[config.mk]
export PLATFORM = sky130hd
export DESIGN_NAME = sm_clk_ctrl
export DESIGN_NICKNAME = d
export VERILOG_FILES = /design/src/rtl/sm_clk_ctrl_pkg.sv /design/src/rtl/sm_clk_ctrl_step_filter.sv /design/src/rtl/sm_clk_ctrl.sv
export SDC_FILE = /design/constraint.sdc
export NUM_CORES = 1
export LEC_CHECK = 0
export CAP_MARGIN = 20
export CELL_PAD_IN_SITES_DETAIL_PLACEMENT = 1
export CELL_PAD_IN_SITES_GLOBAL_PLACEMENT = 1
export CORE_ASPECT_RATIO = 1.4
export CORE_MARGIN = 5
export CORE_UTILIZATION = 38
export CTS_CLUSTER_DIAMETER = 30
export DETAILED_ROUTE_END_ITERATION = 10
export HOLD_SLACK_MARGIN = 0.08
export PLACE_DENSITY = 0.78
export RECOVER_POWER = 25
export SLEW_MARGIN = 10
export SYNTH_ARGS = -nofsm -noshare
export SYNTH_HDL_FRONTEND = slang
export SYNTH_HIERARCHICAL = 1
export SYNTH_SLANG_ARGS = --single-unit
export TNS_END_PERCENT = 100
[constraint.sdc]
create_clock -name clkIn -period 3.85 [get_ports clkIn]
set_input_delay 0.5775 -clock clkIn [delete_from_list [all_inputs] [get_ports clkIn]]
set_output_delay 0.5775 -clock clkIn [all_outputs]
set_load 0.05 [all_outputs]
[src/rtl/sm_clk_ctrl_pkg.sv]
`default_nettype none
// ============================================================================
// Module  : sm_clk_ctrl_pkg
// Purpose : Shared types and helpers for the CPU clock controller.
//           - state_e   : controller FSM states
//           - clamp_div : limits the half-period exponent to a maximum
// Revision: 1.0 - initial release
// ============================================================================
package sm_clk_ctrl_pkg;

  typedef enum logic [2:0] {
    ST_HALT    = 3'd0,
    ST_RUN     = 3'd1,
    ST_DRAIN   = 3'd2,
    ST_STEP_HI = 3'd3,
    ST_STEP_LO = 3'd4
  } state_e;

  // Half-period exponent, limited to max_d.
  function automatic int clamp_div(input int d, input int max_d);
    return (d > max_d) ? max_d : d;
  endfunction

endpackage
`default_nettype wire

[src/rtl/sm_clk_ctrl_step_filter.sv]
`default_nettype none
// ============================================================================
// Module  : sm_step_filter
// Purpose : Synchronises and debounces the raw single-step button and emits
//           a one-cycle request on each accepted press.
// Ports   : clkIn   - clock
//           rst_n   - synchronous active-low reset
//           stepBtn - raw button level (asynchronous)
//           stepReq - one-cycle pulse on rising edge of the filtered level
// Revision: 1.0 - initial release
// ============================================================================
module sm_step_filter
  import sm_clk_ctrl_pkg::*;
#(
  parameter int SYNC_STAGES = 2,
  parameter int STEP_FILTER = 16
) (
  input  logic clkIn,
  input  logic rst_n,
  input  logic stepBtn,
  output logic stepReq
);

  localparam int FC_W = (STEP_FILTER > 1) ? $clog2(STEP_FILTER) : 1;
  localparam logic [FC_W-1:0] FC_LAST = FC_W'(STEP_FILTER - 1);

  logic [SYNC_STAGES-1:0] sync_q;
  logic [FC_W-1:0]        filtCnt_q, filtCnt_d;
  logic                   filt_q, filt_d;
  logic                   filtDly_q;
  logic                   step;

  assign step = sync_q[SYNC_STAGES-1];

  // A level change is accepted only after it has been stable for
  // STEP_FILTER consecutive cycles; any return to the filtered level restarts.
  always_comb begin
    filtCnt_d = '0;
    filt_d    = filt_q;
    if (step != filt_q) begin
      if (filtCnt_q == FC_LAST) begin
        filt_d = step;
      end else begin
        filtCnt_d = filtCnt_q + FC_W'(1);
      end
    end
  end

  always_ff @(posedge clkIn) begin
    if (!rst_n) begin
      sync_q    <= '0;
      filtCnt_q <= '0;
      filt_q    <= 1'b0;
      filtDly_q <= 1'b0;
    end else begin
      sync_q    <= {sync_q[SYNC_STAGES-2:0], stepBtn};
      filtCnt_q <= filtCnt_d;
      filt_q    <= filt_d;
      filtDly_q <= filt_q;
    end
  end

  assign stepReq = filt_q & ~filtDly_q;

endmodule
`default_nettype wire

[src/rtl/sm_clk_ctrl.sv]
`default_nettype none
// ============================================================================
// Module  : sm_clk_ctrl
// Purpose : Glitch-free registered CPU clock divider with run, halt and
//           single-step modes, synchronised/debounced controls, a rise strobe
//           and a CPU cycle counter.
// Ports   : clkIn    - sole clock
//           rst_n    - synchronous active-low reset
//           devide   - half-period exponent (clamped to MAX_DIV)
//           enable   - 1 = free run, 0 = halt (asynchronous)
//           stepBtn  - raw single-step button
//           clkOut   - registered divided clock
//           clkRise  - one-cycle strobe in the first cycle clkOut reads 1
//           halted   - high while in HALT
//           cycleCnt - clkOut rising edges since reset (wraps)
// Option  : SM_CLK_CTRL_BREAK_EN adds breakEn / breakCnt / breakHit, which
//           stop free-running when cycleCnt reaches breakCnt.
// Revision: 1.0 - initial release
// ============================================================================
module sm_clk_ctrl
  import sm_clk_ctrl_pkg::*;
#(
  parameter int DIV_WIDTH   = 4,
  parameter int MAX_DIV     = 15,
  parameter int SYNC_STAGES = 2,
  parameter int STEP_FILTER = 16,
  parameter int CNT_WIDTH   = 32
) (
  input  logic                 clkIn,
  input  logic                 rst_n,
  input  logic [DIV_WIDTH-1:0] devide,
  input  logic                 enable,
  input  logic                 stepBtn,
  output logic                 clkOut,
  output logic                 clkRise,
  output logic                 halted,
  output logic [CNT_WIDTH-1:0] cycleCnt
`ifdef SM_CLK_CTRL_BREAK_EN
  ,
  input  logic                 breakEn,
  input  logic [CNT_WIDTH-1:0] breakCnt,
  output logic                 breakHit
`endif
);

  localparam int HC_W = (MAX_DIV < 1) ? 1 : MAX_DIV;

  logic [SYNC_STAGES-1:0] enSync_q;
  logic [DIV_WIDTH-1:0]   divSync_q [SYNC_STAGES];
  state_e                 state_q, state_d;
  logic [HC_W-1:0]        halfCnt_q, halfCnt_d, halfCntNext;
  logic                   clkOut_q, clkOut_d;
  logic                   clkRise_q, rise;
  logic [CNT_WIDTH-1:0]   cycleCnt_q, cycleCnt_d;
  logic [HC_W:0]          thresh;
  logic                   term, enSync, runOk, stepReq;
  int                     dClamp;

  sm_step_filter #(
    .SYNC_STAGES (SYNC_STAGES),
    .STEP_FILTER (STEP_FILTER)
  ) u_step_filter (
    .clkIn   (clkIn),
    .rst_n   (rst_n),
    .stepBtn (stepBtn),
    .stepReq (stepReq)
  );

  assign enSync = enSync_q[SYNC_STAGES-1];

  always_ff @(posedge clkIn) begin
    if (!rst_n) begin
      enSync_q <= '0;
      for (int i = 0; i < SYNC_STAGES; i++) divSync_q[i] <= '0;
    end else begin
      enSync_q     <= {enSync_q[SYNC_STAGES-2:0], enable};
      divSync_q[0] <= devide;
      for (int i = 1; i < SYNC_STAGES; i++) divSync_q[i] <= divSync_q[i-1];
    end
  end

`ifdef SM_CLK_CTRL_BREAK_EN
  logic breakHit_q, breakHit_d;

  // Once a breakpoint hits, free-running stays blocked until enable is
  // seen low, so a fresh 0->1 is needed to resume.
  always_comb begin
    breakHit_d = breakHit_q;
    if (!enSync) begin
      breakHit_d = 1'b0;
    end else if (state_q == ST_RUN && rise && breakEn &&
                 (cycleCnt_q + CNT_WIDTH'(1)) == breakCnt) begin
      breakHit_d = 1'b1;
    end
  end

  always_ff @(posedge clkIn) begin
    if (!rst_n) breakHit_q <= 1'b0;
    else        breakHit_q <= breakHit_d;
  end

  assign breakHit = breakHit_q;
  assign runOk    = enSync & ~breakHit_q;
`else
  assign runOk    = enSync;
`endif

  // ">=" rather than "==" so that shrinking devide mid-phase ends the phase
  // at the next edge instead of wrapping the counter.
  always_comb begin
    dClamp      = clamp_div(int'(divSync_q[SYNC_STAGES-1]), MAX_DIV);
    thresh      = ((HC_W+1)'(1) << dClamp) - (HC_W+1)'(1);
    term        = ({1'b0, halfCnt_q} >= thresh);
    halfCntNext = term ? '0 : halfCnt_q + HC_W'(1);
  end

  always_comb begin
    state_d    = state_q;
    halfCnt_d  = halfCnt_q;
    clkOut_d   = clkOut_q;
    rise       = 1'b0;
    case (state_q)
      ST_HALT: begin
        halfCnt_d = '0;
        if (runOk) begin
          state_d = ST_RUN;
        end else if (stepReq) begin
          state_d  = ST_STEP_HI;
          clkOut_d = 1'b1;
          rise     = 1'b1;
        end
      end
      ST_RUN: begin
        halfCnt_d = halfCntNext;
        if (!runOk) begin
          // Low phase: stop at once. High phase: let it finish (no runt).
          if (!clkOut_q) begin
            state_d   = ST_HALT;
            halfCnt_d = '0;
          end else if (term) begin
            state_d  = ST_HALT;
            clkOut_d = 1'b0;
          end else begin
            state_d = ST_DRAIN;
          end
        end else if (term) begin
          clkOut_d = ~clkOut_q;
          rise     = ~clkOut_q;
        end
      end
      ST_DRAIN: begin
        halfCnt_d = halfCntNext;
        if (term) begin
          clkOut_d = 1'b0;
          state_d  = runOk ? ST_RUN : ST_HALT;
        end else if (runOk) begin
          state_d = ST_RUN;
        end
      end
      ST_STEP_HI: begin
        halfCnt_d = halfCntNext;
        if (term) begin
          clkOut_d = 1'b0;
          state_d  = ST_STEP_LO;
        end
      end
      ST_STEP_LO: begin
        halfCnt_d = halfCntNext;
        if (term) state_d = ST_HALT;
      end
      default: begin
        state_d   = ST_HALT;
        halfCnt_d = '0;
        clkOut_d  = 1'b0;
      end
    endcase
    cycleCnt_d = rise ? cycleCnt_q + CNT_WIDTH'(1) : cycleCnt_q;
  end

  always_ff @(posedge clkIn) begin
    if (!rst_n) begin
      state_q    <= ST_HALT;
      halfCnt_q  <= '0;
      clkOut_q   <= 1'b0;
      clkRise_q  <= 1'b0;
      cycleCnt_q <= '0;
    end else begin
      state_q    <= state_d;
      halfCnt_q  <= halfCnt_d;
      clkOut_q   <= clkOut_d;
      clkRise_q  <= rise;
      cycleCnt_q <= cycleCnt_d;
    end
  end

  assign clkOut   = clkOut_q;
  assign clkRise  = clkRise_q;
  assign cycleCnt = cycleCnt_q;
  assign halted   = (state_q == ST_HALT);

endmodule
`default_nettype wire

# After elaboration in Yosys (flattened, before gate mapping)
# Memories as Yosys holds them, arrays and structs flattened.
# Cells that the tools add are included.
[op_classes]
reduce_logical = 7
n_eq_ne = 15
order_cmp = 1
muxes = 32
n_bitwise = 8
addsub = 4
shift = 1
[ops]
columns = ["op", "n"]
rows = [
  ["$mux W15", 3],
  ["$add A32 B1 Y32 const B", 1],
  ["$pmux W15 S2", 1],
  ["$mux W3", 7],
  ["$ge A15 B16 Y1", 1],
  ["$shl A1 B4 Y16 const A", 1],
  ["$sub A16 B2 Y16 const B", 1],
  ["$add A15 B1 Y15 const B", 1],
  ["$pmux W3 S5", 1],
  ["$mux W1", 14],
  ["$reduce_and A5 Y1", 2],
  ["$mux W4", 2],
  ["$ne A2 B2 Y1 const B", 4],
  ["$eq A3 B2 Y1 const B", 2],
  ["$ne A3 B3 Y1 const B", 2],
  ["$reduce_or A3 Y1", 2],
  ["$not A1 Y1", 5],
  ["$add A4 B1 Y4 const B", 1],
  ["$eq A4 B4 Y1 const B", 1],
  ["$mux W2", 2],
  ["$ne A2 B1 Y1 const B", 2],
  ["$pmux W1 S4", 1],
  ["$eq A3 B1 Y1 const B", 1],
  ["$eq A3 B3 Y1 const B", 1],
  ["8 further kinds", 9],
]
[totals]
ram_bits = 8
elab_cells = 79
memories = 1
out_inout_bits = 35
regBits = 62
input_bits = 8
[mem_list]
columns = ["name", "words", "width", "read_ports", "rd_ports_with_merged_regs", "wr", "line", "text"]
rows = [
  ["divSync_q", 2, 4, 2, 0, 2, "sm_clk_ctrl.sv:49", "logic [DIV_WIDTH-1:0] divSync_q [SYNC_STAGES];"],
]

# Logic depth before layout (Yosys ltp)
# An unclocked memory read counts as a cell.
[depth]
word_depth = 8
depth_mapped = 17
depth_no_buf = 13

# By module
# Netlist, hierarchy kept.
[modules_own_cells]
columns = ["module", "area_each_um2", "n_inst", "cells_each", "seq_area_each_um2"]
rows = [
  ["sm_clk_ctrl", 3270.6, 1, 396, 1241.2],
  ["sm_step_filter", 276.5, 1, 26, 160.2],
]

# Worst setup path before layout
# No wires, ideal clock.
[synth_timing]
path_kind = "register to register"
startpoint = "memory divSync_q[1][0] (netlist: divSync_q[0][4])"
endpoint = "register cycleCnt_q[23] (netlist: cycleCnt[23])"
path_stages_with_launch = 17
setup_time_ns = 0.071
n_path_buf = 3
synth_period_minus_slack_ns = 4.052
t_required_ns = 3.779
path_slack_ns = -0.202
t_arrival_ns = 3.981
cell_sequence = "dfxtp_1 clkbuf_1 or2_2 or3_1 ha_1 clkbuf_1 nor4_1 a31oi_1 o22a_1 ha_1 nand4_1 or4_1 o31ai_2 o31ai_2 buf_2 or4_1 a21oi_1"
[synth_rtl]
columns = ["item", "line", "text"]
rows = [
  ["start: declaration", "sm_clk_ctrl.sv:49", ""],
  ["end signal: assignment", "sm_clk_ctrl.sv:192", "cycleCnt_q <= cycleCnt_d;"],
  ["end: declaration", "sm_clk_ctrl.sv:54", "logic [CNT_WIDTH-1:0] cycleCnt_q, cycleCnt_d;"],
]

==> summary.md <==
| Metric | Value |
|---|---|
| Share of the synthesized area in the top cell type | `39.5%` |
| Avg Cell Area, Syn | `8.41 um2` |
| Worst R2R Setup Slack | `0.05 ns` |
| Clock Path Buffers | `2` |
| CTS tree | `yes` |
| Placed Cells | `565` |
| Placed Area | `4190 um2` |
| Power Dens Cells | `358 nW/um2` |
| Fin nets | `507` |
| Share of total power in combinational logic | `8.2%` |
| Avg WL per Cell | `16.9 um` |
| Core ar. | `9080 um2` |
| Clock share of power | `46.6%` |
| Peak supply drop | `0.204 mV` |
| Status | `completed` |
| CP arrival | `4.02 ns` |
| Clock transition at path regs | `0.05 ns` |
| Fin crit share | `98.6%` |
| Critical Path End | `cycleCnt[22]` |
| Antenna diode count | `0` |
| Final GP Congestion | `0.790` |
| Max Fanout on Critical Path | `8` |
| Port bufs | `42` |
| Vias | `3423` |
| Worst slew pin tran | `1.12 ns` |
| Async set-reset flop share out of synthesis | `0%` |
| Share of layout cells above drive strength 1 | `11.0%` |
| Hold Slack | `0.433 ns` |
| FMAX | `263 MHz` |
| Net Count, Synth | `449` |
| Worst skew pair latency | `0.33 ns` |
| Die W | `91.7 um` |
| Seq cells post-synth | `70` |
| Yosys warning total | `6` |
| First-pass GRT wire length | `17000 um` |
| Final hold vios | `0` |
| Share of power burned in registers | `45.1%` |
| Remaining DRCs | `0` |
| H-Tree Depth | `3` |
| Vias in the first global route | `3633` |
| Unrepaired setup endpoints after global routing | `yes` |
| R2r worst-path depth | `16` |
| Multi-input gate area | `2130 um2` |
| Main flop type after synthesis | `dfxtp_1` |
| # Max-Cap Violations | `0` |
| Skew final | `0.00485 ns` |
| Vias/cell | `5.80` |
| Register area share after synthesis | `39.5%` |
| Worst endpoint required time | `4.07 ns` |
| Clock sink total | `70` |
| Slew Viols, Final | `0` |
| Setup violators final | `0` |
| Drt initial violations | `110` |
| Largest net degree at the start of global routing | `33` |
| Worst hold path type | `reg -> reg` |
| Max-slew headroom | `24.4%` |
| Setup TNS | `0 ns` |
| Reg-to-Reg Start | `divSync_q[0][4]` |
| Site Rows | `41` |
| Netlist Area Pre-Place | `3550 um2` |
| Final ANT Viol Nets | `0` |
| Area leader, netlist | `dfxtp_1` |
| P&R area growth vs syn | `29.7%` |
| Sw frac | `22.5%` |
| Post-synth cell types | `43` |
| Leak | `1.63 nW` |
| Fillcell total | `1077` |
| Hold path depth | `1` |
| Grt ovf | `0` |
| Worst reg2reg endpoint | `cycleCnt[22]` |
| Critical Path Start | `divSync_q[0][4]` |
| Ranking of synthesized cells by area | `dfxtp_1 (40%), ha_1 (6.7%), a21oi_1 (4.8%)` |
| EDFF count, synth | `0` |
| Critical path type | `reg -> reg` |
| Fin cells | `590` |
| Inserted Clock Buffers | `9` |
| Total track usage | `18.0%` |
| Sequential cell area | `1400 um2` |
| First-pass DRT Iterations | `4` |
| Gate Count Post-Synth | `422` |
| Cell Int Power | `0.00128 W` |
| P_sw | `0.000371 W` |
| CTS root buf | `clkbuf_16` |
| Critical Path Sink Type | `register` |
| Final Instance Area | `4600 um2` |
| HPWL after DPL | `6910 um` |
| Final WL | `9960 um` |
| Startpoint types | `register` |
| Tmin final | `3.80 ns` |
| Number of antenna violations at the first check in global routing | `0` |
| Die Area | `11400 um2` |
| I/O Pins | `43` |
| Initial core utilization | `39.1%` |
| Hold buffer count at cts | `0` |
| Die Y-Extent | `124 um` |
==> registers in the layout, indices dropped and copies added, names as in the netlist <==
signal and count:
cycleCnt 32, clkOut 1, enSync_q 2, state_q 3
halfCnt_q 15, u_step_filter/filtCnt_q 4, divSync_q 8, u_step_filter/sync_q 2
u_step_filter/filt_q 1, clkRise 1, u_step_filter/filtDly_q 1
==> timing repair <==
action | CTS | global route
cloned | 1 | 1
gates resized for setup | 0 | 8
endpoints found under the setup margin | 9 | 30
pin swaps | 2 | 20
buffers inserted | 1 | 8
==> synthesized netlist by cell type, types with 11 or more instances <==
master / instances
dfxtp_1: 70
or4_1: 18
clkbuf_1: 17
inv_1: 11
a21oi_1: 34
o31ai_1: 15
nand2_1: 29
o21ai_0: 15
nand3_1: 27
xor2_1: 13
and2_1: 14
ha_1: 19
and3_1: 11
o21a_1: 11
nor2_1: 35
==> power groups by stage <==
stage	clock [W]	sequential, W	combinational, W
detailed placement	0	0.000759	0.000123
global route	0.000818	0.000744	0.000150
CTS	0.000782	0.000743	0.000125
finish	0.000768	0.000743	0.000136
floorplan	0	0.000757	0.0000827
global placement	0	0.000758	0.000116
==> worst max-delay path, cell delays in order (launching register included) <==
cell and delay (ns):
dfxtp_1 0.31, or2_4 0.25, or3_4 0.35, ha_4 0.20
buf_4 0.14, buf_4 0.13, a31oi_1 0.13, o22a_1 0.16
ha_1 0.14, nand4_1 0.13, or4_4 0.52, o31ai_4 0.29
buf_4 0.17, o31ai_4 0.10, buf_4 0.23, o31a_1 0.29
o21a_1 0.18
==> per-stage QoR <==
stage	worst slack (ns)	total power, W	util [%]
floorplan	-0.00278	0.000840	-
global placement	0.0655	0.000874	46.1
detailed placement	-0.0344	0.000881	46.1
CTS	0.0145	0.00165	49.4
global route	-0.0690	0.00171	50.7
finish	0.0547	0.00165	50.7
==> worst min-delay path by stage <==
stage,start,endpoint
2_1_floorplan,u_step_filter/sync_q[0],u_step_filter/sync_q[1]
3_3_place_gp,divSync_q[0][2],divSync_q[0][6]
3_5_place_dp,divSync_q[0][1],divSync_q[0][5]
4_1_cts,divSync_q[0][1],divSync_q[0][5]
5_1_grt,divSync_q[0][1],divSync_q[0][5]
6_report,divSync_q[0][3],divSync_q[0][7]
==> metal layers <==
layer	vias to the layer above	track usage [%]	routed length, um
li1	1670	-	-
met1	1688	19.7	4170
met2	48	32.9	5320
met3	17	3.50	250
met4	0	8.26	219
met5	-	0	0
==> area by class of cell <==
class                   count  share of cell area [%]
well taps                 107                    2.91
inverters                  12                   0.979
multi-input cells         320                    46.3
clock inverters             1                   0.109
flip-flops and latches     70                    30.5
repair buffers             67                    13.4
clock buffers              13                    5.88
==> placed cells by master, fill, tap and decap left out, types with 3 or more instances in the layout <==
| cell | n |
|---|---|
| buf_4 | 23 |
| nand4_1 | 10 |
| o31a_1 | 7 |
| xor2_1 | 13 |
| o21a_1 | 11 |
| o31ai_4 | 3 |
| xnor2_1 | 6 |
| clkbuf_8 | 3 |
| ha_1 | 18 |
| nand2_1 | 29 |
| dlygate4sd3_1 | 4 |
| or4_1 | 16 |
| and3_1 | 11 |
| inv_1 | 11 |
| dfxtp_1 | 70 |
| o31ai_1 | 14 |
| clkdlybuf4s50_1 | 38 |
| nor2_1 | 35 |
| and2_1 | 12 |
| and4_1 | 3 |
| nand3_1 | 26 |
| o21ai_0 | 15 |
| a21oi_1 | 33 |
| nor4_1 | 8 |
| a31oi_1 | 4 |
| or3_1 | 5 |
| nor3_1 | 8 |
| clkbuf_16 | 9 |
==> cells by family after synthesis <==
family,after synthesis,synth area share [%]
adder cells (fa/ha/maj),19,6.70
buffers and inverters,34,3.67
AND/OR/NAND/NOR,179,26.8
multiplexers,2,0.564
AO/OA/AOI/OAI,99,18.1
flip-flops,70,39.5
XOR/XNOR,19,4.69
Note: power is estimated with default switching activity, not from simulation.
